File: src/rtl/tis_pkg.sv
// tis_pkg
// Shared definitions for the TIS node grid stack memory:
//   WORD_W          native TIS word width (two's complement)
//   TIS_MAX/TIS_MIN legal TIS value range, used when saturation is built in
//   tis_word_t      signed TIS word
//   tis_dir_e       neighbour direction <-> port index mapping
//   stack_state_e   stack node control states
package tis_pkg;

  localparam int WORD_W  = 11;
  localparam int TIS_MAX = 999;
  localparam int TIS_MIN = -999;

  typedef logic signed [WORD_W-1:0] tis_word_t;

  typedef enum logic [1:0] {
    DIR_LEFT,
    DIR_RIGHT,
    DIR_UP,
    DIR_DOWN
  } tis_dir_e;

  typedef enum logic [1:0] {
    IDLE,
    PUSH,
    OFFER
  } stack_state_e;

endpackage

File: src/rtl/tis_rr_arbiter.sv
// tis_rr_arbiter
// Combinational round-robin arbiter. The search for a requester begins at
// index ptr and wraps around; the first active request found wins.
// The owner of ptr advances it past the winner after each grant.
// Ports:
//   req    in   N    request vector
//   ptr    in   PW   index where the search starts
//   grant  out  N    one-hot grant (all zero when nothing requests)
module tis_rr_arbiter #(
  parameter int N  = 4,
  parameter int PW = $clog2(N)
) (
  input  logic [N-1:0]  req,
  input  logic [PW-1:0] ptr,
  output logic [N-1:0]  grant
);

  logic          found;
  logic [PW-1:0] idx;

  always_comb begin
    grant = '0;
    found = 1'b0;
    idx   = '0;
    for (int i = 0; i < N; i++) begin
      idx = PW'((int'(ptr) + i) % N);
      if (!found && req[idx]) begin
        grant[idx] = 1'b1;
        found      = 1'b1;
      end
    end
  end

endmodule

File: src/rtl/tis_stack_node.sv
// tis_stack_node
// LIFO stack memory node for the TIS grid. Any of NPORTS neighbours may push
// a word; a neighbour stalled reading this direction is offered the top word.
// Push and pop are each arbitrated round-robin; a pending pop beats a push.
// Ports:
//   clk       in   1                system clock
//   rst       in   1                synchronous active-high reset
//   wr_valid  in   NPORTS           neighbour holds a word for this node
//   wr_data   in   NPORTS*WIDTH     port i word at [i*WIDTH +: WIDTH]
//   wr_ack    out  NPORTS           one-cycle pulse: word taken
//   rd_req    in   NPORTS           neighbour wants a word
//   rd_valid  out  NPORTS           one-hot offer of the top word
//   rd_data   out  WIDTH            top-of-stack while offering, else 0
//   rd_ack    in   NPORTS           neighbour consumed the offered word
//   count     out  $clog2(DEPTH+1)  entries held
//   full      out  1                count == DEPTH
//   empty     out  1                count == 0
// Build option: define STACK_SAT_EN to clamp pushed words to TIS_MIN..TIS_MAX.
module tis_stack_node
  import tis_pkg::*;
#(
  parameter int WIDTH  = WORD_W,
  parameter int DEPTH  = 15,
  parameter int NPORTS = 4
) (
  input  logic                       clk,
  input  logic                       rst,
  input  logic [NPORTS-1:0]          wr_valid,
  input  logic [NPORTS*WIDTH-1:0]    wr_data,
  output logic [NPORTS-1:0]          wr_ack,
  input  logic [NPORTS-1:0]          rd_req,
  output logic [NPORTS-1:0]          rd_valid,
  output logic [WIDTH-1:0]           rd_data,
  input  logic [NPORTS-1:0]          rd_ack,
  output logic [$clog2(DEPTH+1)-1:0] count,
  output logic                       full,
  output logic                       empty
);

  localparam int CW = $clog2(DEPTH + 1);
  localparam int PW = $clog2(NPORTS);

  stack_state_e state, state_n;

  logic [PW-1:0]           push_ptr, pop_ptr;
  logic [PW-1:0]           push_idx, pop_idx;
  logic [NPORTS-1:0]       push_grant, pop_grant;
  logic                    push_go, pop_go, pop_done;
  logic [CW-1:0]           top_idx;
  logic signed [WIDTH-1:0] wr_word [NPORTS];
  logic signed [WIDTH-1:0] stack_mem [DEPTH];
  logic signed [WIDTH-1:0] store_word;

  function automatic logic [PW-1:0] next_ptr(input logic [PW-1:0] idx);
    return (idx == PW'(NPORTS - 1)) ? '0 : idx + 1'b1;
  endfunction

`ifdef STACK_SAT_EN
  function automatic logic signed [WIDTH-1:0] clamp_word(input logic signed [WIDTH-1:0] w);
    if (int'(w) > TIS_MAX) return WIDTH'(TIS_MAX);
    if (int'(w) < TIS_MIN) return WIDTH'(TIS_MIN);
    return w;
  endfunction
`endif

  tis_rr_arbiter #(.N(NPORTS), .PW(PW)) u_push_arb (
    .req   (wr_valid),
    .ptr   (push_ptr),
    .grant (push_grant)
  );

  tis_rr_arbiter #(.N(NPORTS), .PW(PW)) u_pop_arb (
    .req   (rd_req),
    .ptr   (pop_ptr),
    .grant (pop_grant)
  );

  // Unpack the flat word bus and turn the one-hot grants into indices.
  always_comb begin
    push_idx = '0;
    pop_idx  = '0;
    for (int i = 0; i < NPORTS; i++) begin
      wr_word[i] = wr_data[i*WIDTH +: WIDTH];
      if (push_grant[i]) push_idx = PW'(i);
      if (pop_grant[i])  pop_idx  = PW'(i);
    end
  end

`ifdef STACK_SAT_EN
  assign store_word = clamp_word(wr_word[push_idx]);
`else
  assign store_word = wr_word[push_idx];
`endif

  assign full    = (count == CW'(DEPTH));
  assign empty   = (count == '0);
  assign top_idx = count - 1'b1;
  assign rd_data = (state == OFFER) ? stack_mem[top_idx] : '0;

  // State register.
  always_ff @(posedge clk) begin
    if (rst) state <= IDLE;
    else     state <= state_n;
  end

  // Next-state logic. Only IDLE starts an operation, so a push and a pop can
  // never overlap, and a waiting reader is always served before a writer.
  // rd_valid carries only the granted bit, so masking rd_ack with it ignores
  // acks from ports that were not offered the word.
  always_comb begin
    state_n  = state;
    push_go  = 1'b0;
    pop_go   = 1'b0;
    pop_done = 1'b0;
    unique case (state)
      IDLE: begin
        if ((|rd_req) && !empty) begin
          pop_go  = 1'b1;
          state_n = OFFER;
        end else if ((|wr_valid) && !full) begin
          push_go = 1'b1;
          state_n = PUSH;
        end
      end
      PUSH: state_n = IDLE;
      OFFER: begin
        if (|(rd_ack & rd_valid)) begin
          pop_done = 1'b1;
          state_n  = IDLE;
        end
      end
      default: state_n = IDLE;
    endcase
  end

  // Handshake outputs, occupancy and arbiter pointers. wr_ack is a single
  // pulse because the following PUSH cycle never re-grants.
  always_ff @(posedge clk) begin
    if (rst) begin
      count    <= '0;
      wr_ack   <= '0;
      rd_valid <= '0;
      push_ptr <= '0;
      pop_ptr  <= '0;
    end else begin
      wr_ack <= push_go ? push_grant : '0;
      if (push_go) begin
        count    <= count + 1'b1;
        push_ptr <= next_ptr(push_idx);
      end
      if (pop_go) begin
        rd_valid <= pop_grant;
        pop_ptr  <= next_ptr(pop_idx);
      end else if (pop_done) begin
        rd_valid <= '0;
        count    <= count - 1'b1;
      end
    end
  end

  // Storage is not reset; count alone defines which entries are live.
  always_ff @(posedge clk) begin
    if (push_go) stack_mem[count] <= store_word;
  end

endmodule

File: config.mk
export PLATFORM = sky130hd
export DESIGN_NAME = tis_stack_node
export DESIGN_NICKNAME = d
export VERILOG_FILES = /design/src/rtl/tis_pkg.sv /design/src/rtl/tis_rr_arbiter.sv /design/src/rtl/tis_stack_node.sv
export SDC_FILE = /design/constraint.sdc
export NUM_CORES = 1
export LEC_CHECK = 0
export CORE_MARGIN = 4
export CORE_UTILIZATION = 55
export CTS_CLUSTER_DIAMETER = 50
export DETAILED_ROUTE_END_ITERATION = 7
export GPL_TIMING_DRIVEN = 0
export PLACE_DENSITY = 0.77
export SLEW_MARGIN = 20
export SYNTH_ARGS = -nofsm -noshare
export SYNTH_HDL_FRONTEND = slang
export SYNTH_SLANG_ARGS = --single-unit
File: constraint.sdc
create_clock -name clk -period 6.1 [get_ports clk]
set_clock_uncertainty 0.05 [all_clocks]
set_input_delay 1.22 -clock clk [delete_from_list [all_inputs] [get_ports clk]]
set_output_delay 1.22 -clock clk [all_outputs]
set_load 0.01 [all_outputs]
==> reports/metrics.csv <==
stage,metric,value,unit
sta,# setup viols final,0,
die,Core ar.,14800,um^2
cells_and_area,"Design Area, Final",10100,um^2
synth,Synth Area in Simple Gates,0.0732,
drt,DRT Pass-1 Iters,5,
power_and_ir_drop,Power Density,526,nW/um^2
clock_tree,Max Root-Sink Buffers,2,
synth,synthesized net count,609,
flow_run,MaxCap Viol Count,0,
worst_setup_path,Critical Path Start Type,flop,
synth,Synth area leader,edfxtp_1,
worst_setup_path,crit path DAT,4360,ps
die,Die H,132,um
worst_hold_path,Hold EP,state[1],
synth,Synth Flop Type,edfxtp_1,
drt,Via density,6.21,
global_route,largest net degree at the start of global routing,20,
worst_setup_path,CP Max Fanout,19,
clock_tree,CTS HTree Levels,4,
clock_tree,Sink Count,183,
synth,Seq cells post-synth,183,
sta,Period minus WS final,5630,ps
cells_and_area,share of cells above drive strength 1,0.178,
worst_setup_path,worst reg2reg path startpoint,count[0],
sta,setup ws final,474,ps
synth,Mapped Cells,535,
clock_tree,CTS tree,yes,
sta,final period utilization,0.922,
worst_setup_path,critical path capture point type,output pin,
cells_and_area,Finished Layout Cells,834,
synth,"Seq/Total Area, Yosys",0.633,
worst_hold_path,HP Start,state[0],
global_route,total congestion overflow,0,
placement,# placed instances,802,
global_route,All-Layer GR Usage,0.227,
clock_tree,clk slew on worst S/H paths,60,ps
synth,share of flip-flops with an asynchronous set or reset,0,
worst_hold_path,Hold Crit Class,reg2reg,
cells_and_area,area growth from synthesis to layout,20.6,%
die,Die ar.,17300,um^2
sta,Pins Over Slew Limit,0,
clock_tree,clock latency on the worst-skew pair,430,ps
synth,Post-Syn Area,8400,um^2
drt,Vias,5180,
placement,IO buf count,80,
synth,Yosys top cell area share,0.590,
placement,post-DP HPWL,13.3,mm
run_status,status,"complete, no violations",
synth,Yosys cell types,60,
global_route,vias in the first global route,5351,
power_and_ir_drop,Peak VDD IR,0.285,mV
synth,Synth Area in Compound Gates,0.0855,
synth,largest family of logic cells by synthesized area,multiplexers,
worst_setup_path,r2r setup slk,2040,ps
synth,syn avg cell area,15.7,um^2
synth,Synth Area in Adders,0.0238,
drt,DRC,0,
clock_tree,Root Buffer,clkbuf_16,
drt,number of routed nets with antenna violations,0,
placement,GPL Wtd Cong,0.888,
sta,Slew @ Worst Pin,1160,ps
power_and_ir_drop,Pleak,3.35,nW
die,io pins,83,
die,initial core utilization,0.569,
sta,fmax,178,MHz
clock_tree,cts bufs inserted,17,
sta,Worst slew margin,0.226,
worst_setup_path,cells on worst reg2reg path,9,
sta,final hold viol count,0,
worst_setup_path,Reg-to-Reg End,stack_mem[5][9],
sta,Fin Setup TNS,0,ps
placement,DP Area,9470,um^2
placement,pre-CTS setup slack,397,ps
die,FP Rows,44,
synth,largest cells by area after synthesis,"edfxtp_1 (59%), mux4_2 (9.9%), mux2i_1 (4.4%)",
drt,drt total wl,19.2,mm
cells_and_area,Nets,711,
worst_setup_path,CP required,4830,ps
die,Die W,132,um
synth,Post-synth EDFFs,165,
global_route,global-route wire length before repair,30.0,mm
drt,drt wl/cell,23.0,um
worst_hold_path,WHS Path Cells,1,
sta,RSZ-0062 raised after global routing,no,
worst_setup_path,Crit Path Class,reg2out,
clock_tree,Post-CTS Setup Bufs,0,
global_route,initial antenna violation count,0,
synth,xor/xnor cell area share of the yosys netlist,0.00417,
synth,"count leader, synth",edfxtp_1,
drt,1st-iter DRT viols,565,
synth,YS warnings,0,
synth,mux share of post-synthesis cell area,0.150,
cells_and_area,Antenna Cells,0,
synth,"top cells by count, synth","edfxtp_1 (165), nor2_1 (38), mux2i_1 (37), mux4_2 (37), a211oi_1 (34)",
[metrics by stage]
step / util / hold WS [ps] / power [mW]
final: 0.686 / 427 / 5.33
after global routing: 0.686 / 440 / 5.59
after CTS: 0.685 / 428 / 5.33
after detailed placement: 0.642 / 419 / 4.16
after global placement: 0.639 / 412 / 4.05
after floorplan: - / 389 / 3.36
[routing by layer]
metal | global-route usage | vias to the layer above | routed length (um)
met1 | 0.316 | 2560 | 7920
met5 | 0 | - | 0
met2 | 0.360 | 238 | 9270
met3 | 0.0528 | 29 | 1660
met4 | 0.0677 | 0 | 321
li1 | - | 2353 | -
[layout by cell type, fill, tap and decap left out, types with 5 or more instances in the layout]
cell	netlist	routed
dfxtp_1	18	18
nor3_1	9	6
mux4_2	37	37
nor2_2	0	5
edfxtp_1	165	165
nor2_1	38	33
o21ai_0	5	5
nand2_1	27	27
clkbuf_1	15	14
a21oi_1	12	12
inv_1	13	13
nand4_1	11	11
ha_1	16	16
clkdlybuf4s50_1	0	80
a22oi_1	5	5
clkbuf_16	0	17
nand2b_1	8	8
o211ai_2	10	10
a211oi_1	34	34
mux2i_1	37	37
buf_2	7	6
[cells by family (layout without fill, tap and decap cells)]
logic type | Yosys count | count (layout)
flops | 183 | 183
simple gates | 121 | 121
compound gates | 90 | 90
mux | 76 | 76
buf+inv | 45 | 160
fa+ha+maj | 16 | 16
xor+xnor | 4 | 4
[registers in the layout, indices dropped and copies added, names as in the netlist]
register and flops:
wr_ack 4, stack_mem 165, state 2, rd_valid 4, push_ptr 2, count 4
pop_ptr 2
[report_power, final]
| part | internal, mW | leakage [nW] | switching [mW] |
|---|---|---|---|
| combinational | 0.848 | 1.39 | 1.41 |
| clock | 0.696 | 0.312 | 0.483 |
| sequential | 1.83 | 1.65 | 0.0663 |
| total | 3.37 | 3.35 | 1.96 |
[how the worst max path moves through the flow]
stage                     slack [ps]  cells past startpoint      from           to
after global placement           530                     11  count[0]   rd_data[0]
after global routing             210                     10  count[0]   rd_data[0]
after detailed placement         400                     11  count[0]  rd_data[10]
after CTS                        310                     10  count[0]  rd_data[10]
final                            470                     10  count[0]   rd_data[0]
after floorplan                 1820                     10  count[0]  rd_data[10]
[critical path, stage by stage, from the launching register on]
cell and delay, ps:
dfxtp_1 450, clkbuf_4 440, inv_1 160, ha_1 370
clkbuf_1 510, clkbuf_1 490, nor2_1 120, a211oi_1 270
a211oi_1 100, a211oi_1 390, clkdlybuf4s50_1 610
[what timing repair did]
item	in CTS	in global routing
endpoints found under the setup margin	7	1
hold buffers	0	0
resized for setup	0	1
[layout make-up]
type                    count  area, um^2
flip-flops and latches    183        5320
fillers                   991        4630
multi-input cells         307        2850
repair buffers             84         831
clock buffers              17         425
well taps                 184         230
clock inverters            15         219
plain buffers              31         208
inverters                  13        48.8
No activity file was read; power rests on OpenSTA's default activity.
==> edit 1: new RTL, same flow settings <==
Change the parameter `DEPTH` from 15 to 14.
--- a/src/rtl/tis_stack_node.sv
+++ b/src/rtl/tis_stack_node.sv
@@ -20,7 +20,7 @@
   import tis_pkg::*;
 #(
   parameter int WIDTH  = WORD_W,
-  parameter int DEPTH  = 15,
+  parameter int DEPTH  = 14,
   parameter int NPORTS = 4
 ) (
   input  logic                       clk,
Check against the original RTL: no difference found for any inputs over 4 cycles, from zero or initial values and one cycle with rst high; that may be too few to reach the edited logic, so the function may still have changed.
==> edit 1 against the unedited design <==
- global-route usage down 0.46 points
- cell area is 5.7% lower
- setup slack worse by 0.036 ns
- first-iteration DRC count is 32% lower
- area after synthesis decreased by 4.8%
- via count decreased by 5.9%
- routed wire length is 9.9% lower
- highest routed layer unchanged
- power down 9.0%
- sequential cell count down 11
- non-clock buffer count decreased by 6
- sequential share of layout area shrank 0.30 points
==> edit 1: results (changes against the unedited design) <==
outcome: "finished, final reports clean"
drive_gt1_frac: 0.1688  # -0.009630
synthMuxAreaShare: 0.1571  # +0.007515
yosys.area_share.adder: 0.02504  # +0.001198
synth.avg_cell_area_um2: 15.80  # +0.67%
finalNonFillerCells: 796  # -4.6%
grt_pass1_wl_mm: 27.77  # -7.4%
crit_path_max_fanout: 10  # -9
grt_util_met1: 0.2833  # -0.03290
gp_congestion: 0.9325  # +5.1%
yosys-top-cells-area: "edfxtp_1 58%, mux4_2 10%, mux2i_1 4.6%"
nets: 678  # -4.6%
met3_usage: 0.04317  # -0.009581
seq_area_frac_synth: 0.6235  # -0.009516
ir_drop_v: 0.0002857  # +0.21%
synth_xor_area_frac: 0.004382  # +0.0002096
largest_reg_flops: 154  # -6.7%
fill_cells: 964  # -2.7%
synth-edff-count: 154  # -6.7%
vias_per_cell: 6.121  # -1.5%
p_leak_nw: 3.220  # -4.0%
place_inst: 766  # -4.5%
worstPathArrival_ns: 4.39  # +0.03 ns
drt_iter0_markers: 386  # -32%
wirelength_mm: 17.27  # -9.9%
synth_fp_nets: 580  # -4.8%
ff2ff_setup_slack_ns: 1.59  # -0.45 ns
dp_hpwl_mm: 12.23  # -7.9%
synthTopCellsByCount: "154 x edfxtp_1, 37 x mux2i_1, 37 x mux4_2, 27 x nor2_1"
grt_util_all_layers: 0.2220  # -0.004625
grt_max_degree: 17  # -15%
grt_pass1_vias: 5165  # -3.5%
synth_compound_area_frac: 0.07903  # -0.006501
met2_usage: 0.3877  # +0.02751
worst_pin_slew_ns: 1.067  # -0.08964 ns
[edit 1: cell count changes in the layout (fill, tap and decap cells not counted), moves of 6 or more]
| cell | change |
|---|---|
| a211oi_1 | -11 |
| and3_1 | +7 |
| clkbuf_2 | +6 |
| clkinv_2 | +6 |
| edfxtp_1 | -11 |
| nor2_1 | -7 |
[edit 1: worst max-delay path: stages, from the launching register on]
cell	delay (ns)
dfxtp_1	0.44
buf_2	0.38
clkbuf_4	0.37
buf_2	0.38
inv_1	0.16
ha_1	0.53
clkbuf_2	0.37
mux4_2	0.28
mux2i_1	0.09
a211oi_1	0.35
clkdlybuf4s50_1	0.60
[edit 1: final timing paths]
| check | cells after the start | start | end |
|---|---|---|---|
| worst max register to register | 9 | count[0] | stack_mem[11][0] |
| worst max-delay path | 10 | count[0] | rd_data[4] |
| worst min-delay path | 1 | state[0] | state[1] |
| worst min register to register | 1 | state[0] | state[1] |
[edit 1: cells by family (layout without fill, tap and decap cells)]
| family | after synthesis | after routing |
|---|---|---|
| simple gates | 116 | 116 |
| flops | 172 | 172 |
| xor+xnor | 4 | 4 |
| mux | 76 | 76 |
| fa+ha+maj | 16 | 16 |
| compound gates | 79 | 79 |
| buf+inv | 43 | 153 |
[edit 1: report_power, final]
group          total [mW]  switching [mW]  internal, mW
registers            1.80          0.0736          1.72
logic                2.09            1.26         0.834
clock network       0.960           0.409         0.552
total                4.85            1.74          3.11
[edit 1: repair_timing]
item | 4_1_cts | 5_1_grt
resized for setup | 4 | 6
pin swaps | 0 | 0
setup buffers | 0 | 0
endpoints found under the setup margin | 11 | 10
[edit 1: per-stage QoR]
stage	power, mW	instance area [um2]	worst slack [ns]	hold WS, ns	utilization
6_report	4.852	9554	0.4382	0.4329	0.6804
5_1_grt	5.122	9554	0.1531	0.4618	0.6804
4_1_cts	4.858	9543	0.09687	0.4418	0.6796
3_5_place_dp	3.901	9021	0.3278	0.4247	0.6424
3_3_place_gp	3.808	9021	0.3574	0.4189	0.6424
2_1_floorplan	3.215	7995	1.842	0.3885	-
[edit 1: final cells by class]
| class | instances | area [um2] | area share |
|---|---|---|---|
| Sequential cell | 172 | 4985 | 0.5217 |
| Multi-Input combinational cell | 291 | 2773 | 0.2902 |
| Timing Repair Buffer | 80 | 800.8 | 0.08381 |
| Clock buffer | 21 | 440.4 | 0.04610 |
| Tap cell | 180 | 225.2 | 0.02357 |
| Buffer | 29 | 205.2 | 0.02148 |
| Clock inverter | 10 | 76.32 | 0.007988 |
| Inverter | 13 | 48.80 | 0.005107 |
[edit 1: layer usage]
metal,up-vias,wire (um)
li1,2239,-
met1,2450,6857
met2,157,9327
met3,26,801
met4,0,286
met5,-,0
==> edit 2: new RTL, config.mk and constraints unchanged <==
Made on the original files. Encoding of `stack_state_e`: now one-hot (3 bits for 3 states).
--- a/src/rtl/tis_pkg.sv
+++ b/src/rtl/tis_pkg.sv
@@ -20,10 +20,10 @@
     DIR_DOWN
   } tis_dir_e;
 
-  typedef enum logic [1:0] {
-    IDLE,
-    PUSH,
-    OFFER
+  typedef enum logic [2:0] {
+    IDLE  = 3'b001,
+    PUSH  = 3'b010,
+    OFFER = 3'b100
   } stack_state_e;
 
 endpackage
Function: no difference found for any inputs over 4 cycles, from zero or initial values and one cycle with rst high; so few cycles prove little.
==> edit 2 against the unedited design <==
- die area is 0.60% higher
- largest cell class unchanged
- clock power is 8% lower
- area after synthesis is 0.64% higher
- power is 7.5% lower
- routed wire length is 2.5% lower
- setup slack worse by 0.24 ns
- combinational power is 12% lower
- synthesized cell count is 1.1% higher
- first-iteration DRC count is 28% lower
- sequential share of layout area is 0.14 points higher
- register-to-register slack worse by 0.27 ns
- sequential cell count is 1 higher
- largest power group unchanged
- cell area is 0.11% higher
- highest routed layer unchanged
- critical endpoint unchanged
==> edit 2: results (changes against the unedited design) <==
seq_area_frac_synth: 0.6313  # -0.001661
drive_gt1_frac: 0.1817  # +0.003218
ir_drop_v: 0.0002769  # -2.9%
ys_types: 59  # -1.7%
async_flop_share: 0  # unchanged
p_sw_mw: 1.756  # -10%
clockBufferDepth: 2  # unchanged
synth_xor_area_frac: 0.004146  # -0.00002656
grt_util_all_layers: 0.2195  # -0.007095
p_leak_nw: 3.342  # -0.32%
numPortBuffers: 79  # -1.3%
yosys.area_share.adder: 0.02369  # -0.0001518
vias: 5225  # +0.87%
synth_fp_nets: 615  # +0.99%
place_ws_ns: 0.1212  # -0.2757 ns
wl_per_cell_um: 22.17  # -3.6%
dp_hpwl_mm: 12.91  # -2.8%
grt_max_degree: 17  # -15%
synth_flop_cell: "edfxtp_1"
synth-edff-count: 165  # unchanged
synth_compound_area_frac: 0.08676  # +0.001232
cts_setup_buffers: 0  # unchanged
cts_buffers: 17  # unchanged
clkLatencyLatePin_ns: 0.43  # about the same
worstPathArrival_ns: 4.60  # +0.24 ns
yosys-top-cells-area: "edfxtp_1 59%, mux4_2 9.9%, dfxtp_1 4.5%"
outcome: "finished, final reports clean"
grt_pass1_wl_mm: 29.26  # -2.4%
path_clk_slew_ns: 0.07
post_dp_cell_area_um2: 9530  # +0.66%
drt_iter0_markers: 405  # -28%
synthMuxAreaShare: 0.1487  # -0.0009525
root_buffer: "clkbuf_16"
gp_congestion: 0.8151  # -8.2%
cpPeakStageDelay_ns: 0.62
crit_path_max_fanout: 10  # -9
slew_headroom: 0.2707  # +0.04459
min_path_type: "reg2reg"
synthTopCellsByCount: "165 x edfxtp_1, 37 x mux2i_1, 37 x mux4_2, 37 x nor2_1, 34 x a211oi_1"
nets: 717  # +0.84%
grt_pass1_vias: 5421  # +1.3%
h-tree-depth: 4  # unchanged
## edit 2: what timing repair did
| item | CTS | global route |
|---|---|---|
| endpoints found under the setup margin | 11 | 11 |
| gates resized for setup | 2 | 5 |
| endpoints found under the hold margin | 0 | 0 |
## edit 2: power by group through the flow
stage / Clock (mW) / Combinational [mW] / Sequential, mW
2_1_floorplan: 0 / 1.33 / 1.87
3_3_place_gp: 0 / 1.87 / 1.88
3_5_place_dp: 0 / 1.95 / 1.89
4_1_cts: 1.09 / 1.97 / 1.86
5_1_grt: 1.14 / 2.14 / 1.87
6_report: 1.08 / 1.99 / 1.86
## edit 2: worst paths after layout
kind / start / end / slack (ns) / cells after the start
max: count[0] / rd_data[0] / 0.23 / 12
min: state[2] / state[2] / 0.48 / 2
max reg2reg: count[0] / stack_mem[10][7] / 1.77 / 11
min reg2reg: state[2] / state[2] / 0.48 / 2
## edit 2: per-layer routing
metal,up-vias,share of wire,track usage
met4,0,0.011,0.05776
met1,2639,0.41,0.2810
met5,-,0,0
li1,2370,-,-
met2,195,0.51,0.3640
met3,21,0.069,0.07252
## edit 2: through the flow
step	hold WS [ns]	std cells	util	total power, mW
2_1_floorplan	0.4350	541	-	3.202
3_3_place_gp	0.4446	808	0.6257	3.744
3_5_place_dp	0.4598	811	0.6292	3.838
4_1_cts	0.4687	842	0.6674	4.914
5_1_grt	0.4974	843	0.6695	5.160
6_report	0.4750	843	0.6695	4.928
## edit 2: kinds of logic (layout without fill, tap and decap cells)
logic type | count (synthesis) | after routing
compound gates | 91 | 91
xor+xnor | 4 | 4
fa+ha+maj | 16 | 16
buf+inv | 48 | 162
flops | 184 | 184
mux | 76 | 76
simple gates | 122 | 122
## edit 2: final cells by class
cell class | count | area [um2]
clock inverters | 11 | 138.9
plain buffers | 34 | 226.5
well taps | 188 | 235.2
fillers | 1006 | 5006
repair buffers | 83 | 832.0
inverters | 14 | 52.55
clock buffers | 20 | 436.7
flip-flops and latches | 184 | 5335
multi-input cells | 309 | 2883
## edit 2: tightest hold or removal path, cell delays in order, from the launching register on
cell	delay [ns]
dfxtp_1	0.32
nand3_1	0.09
a21oi_1	0.07
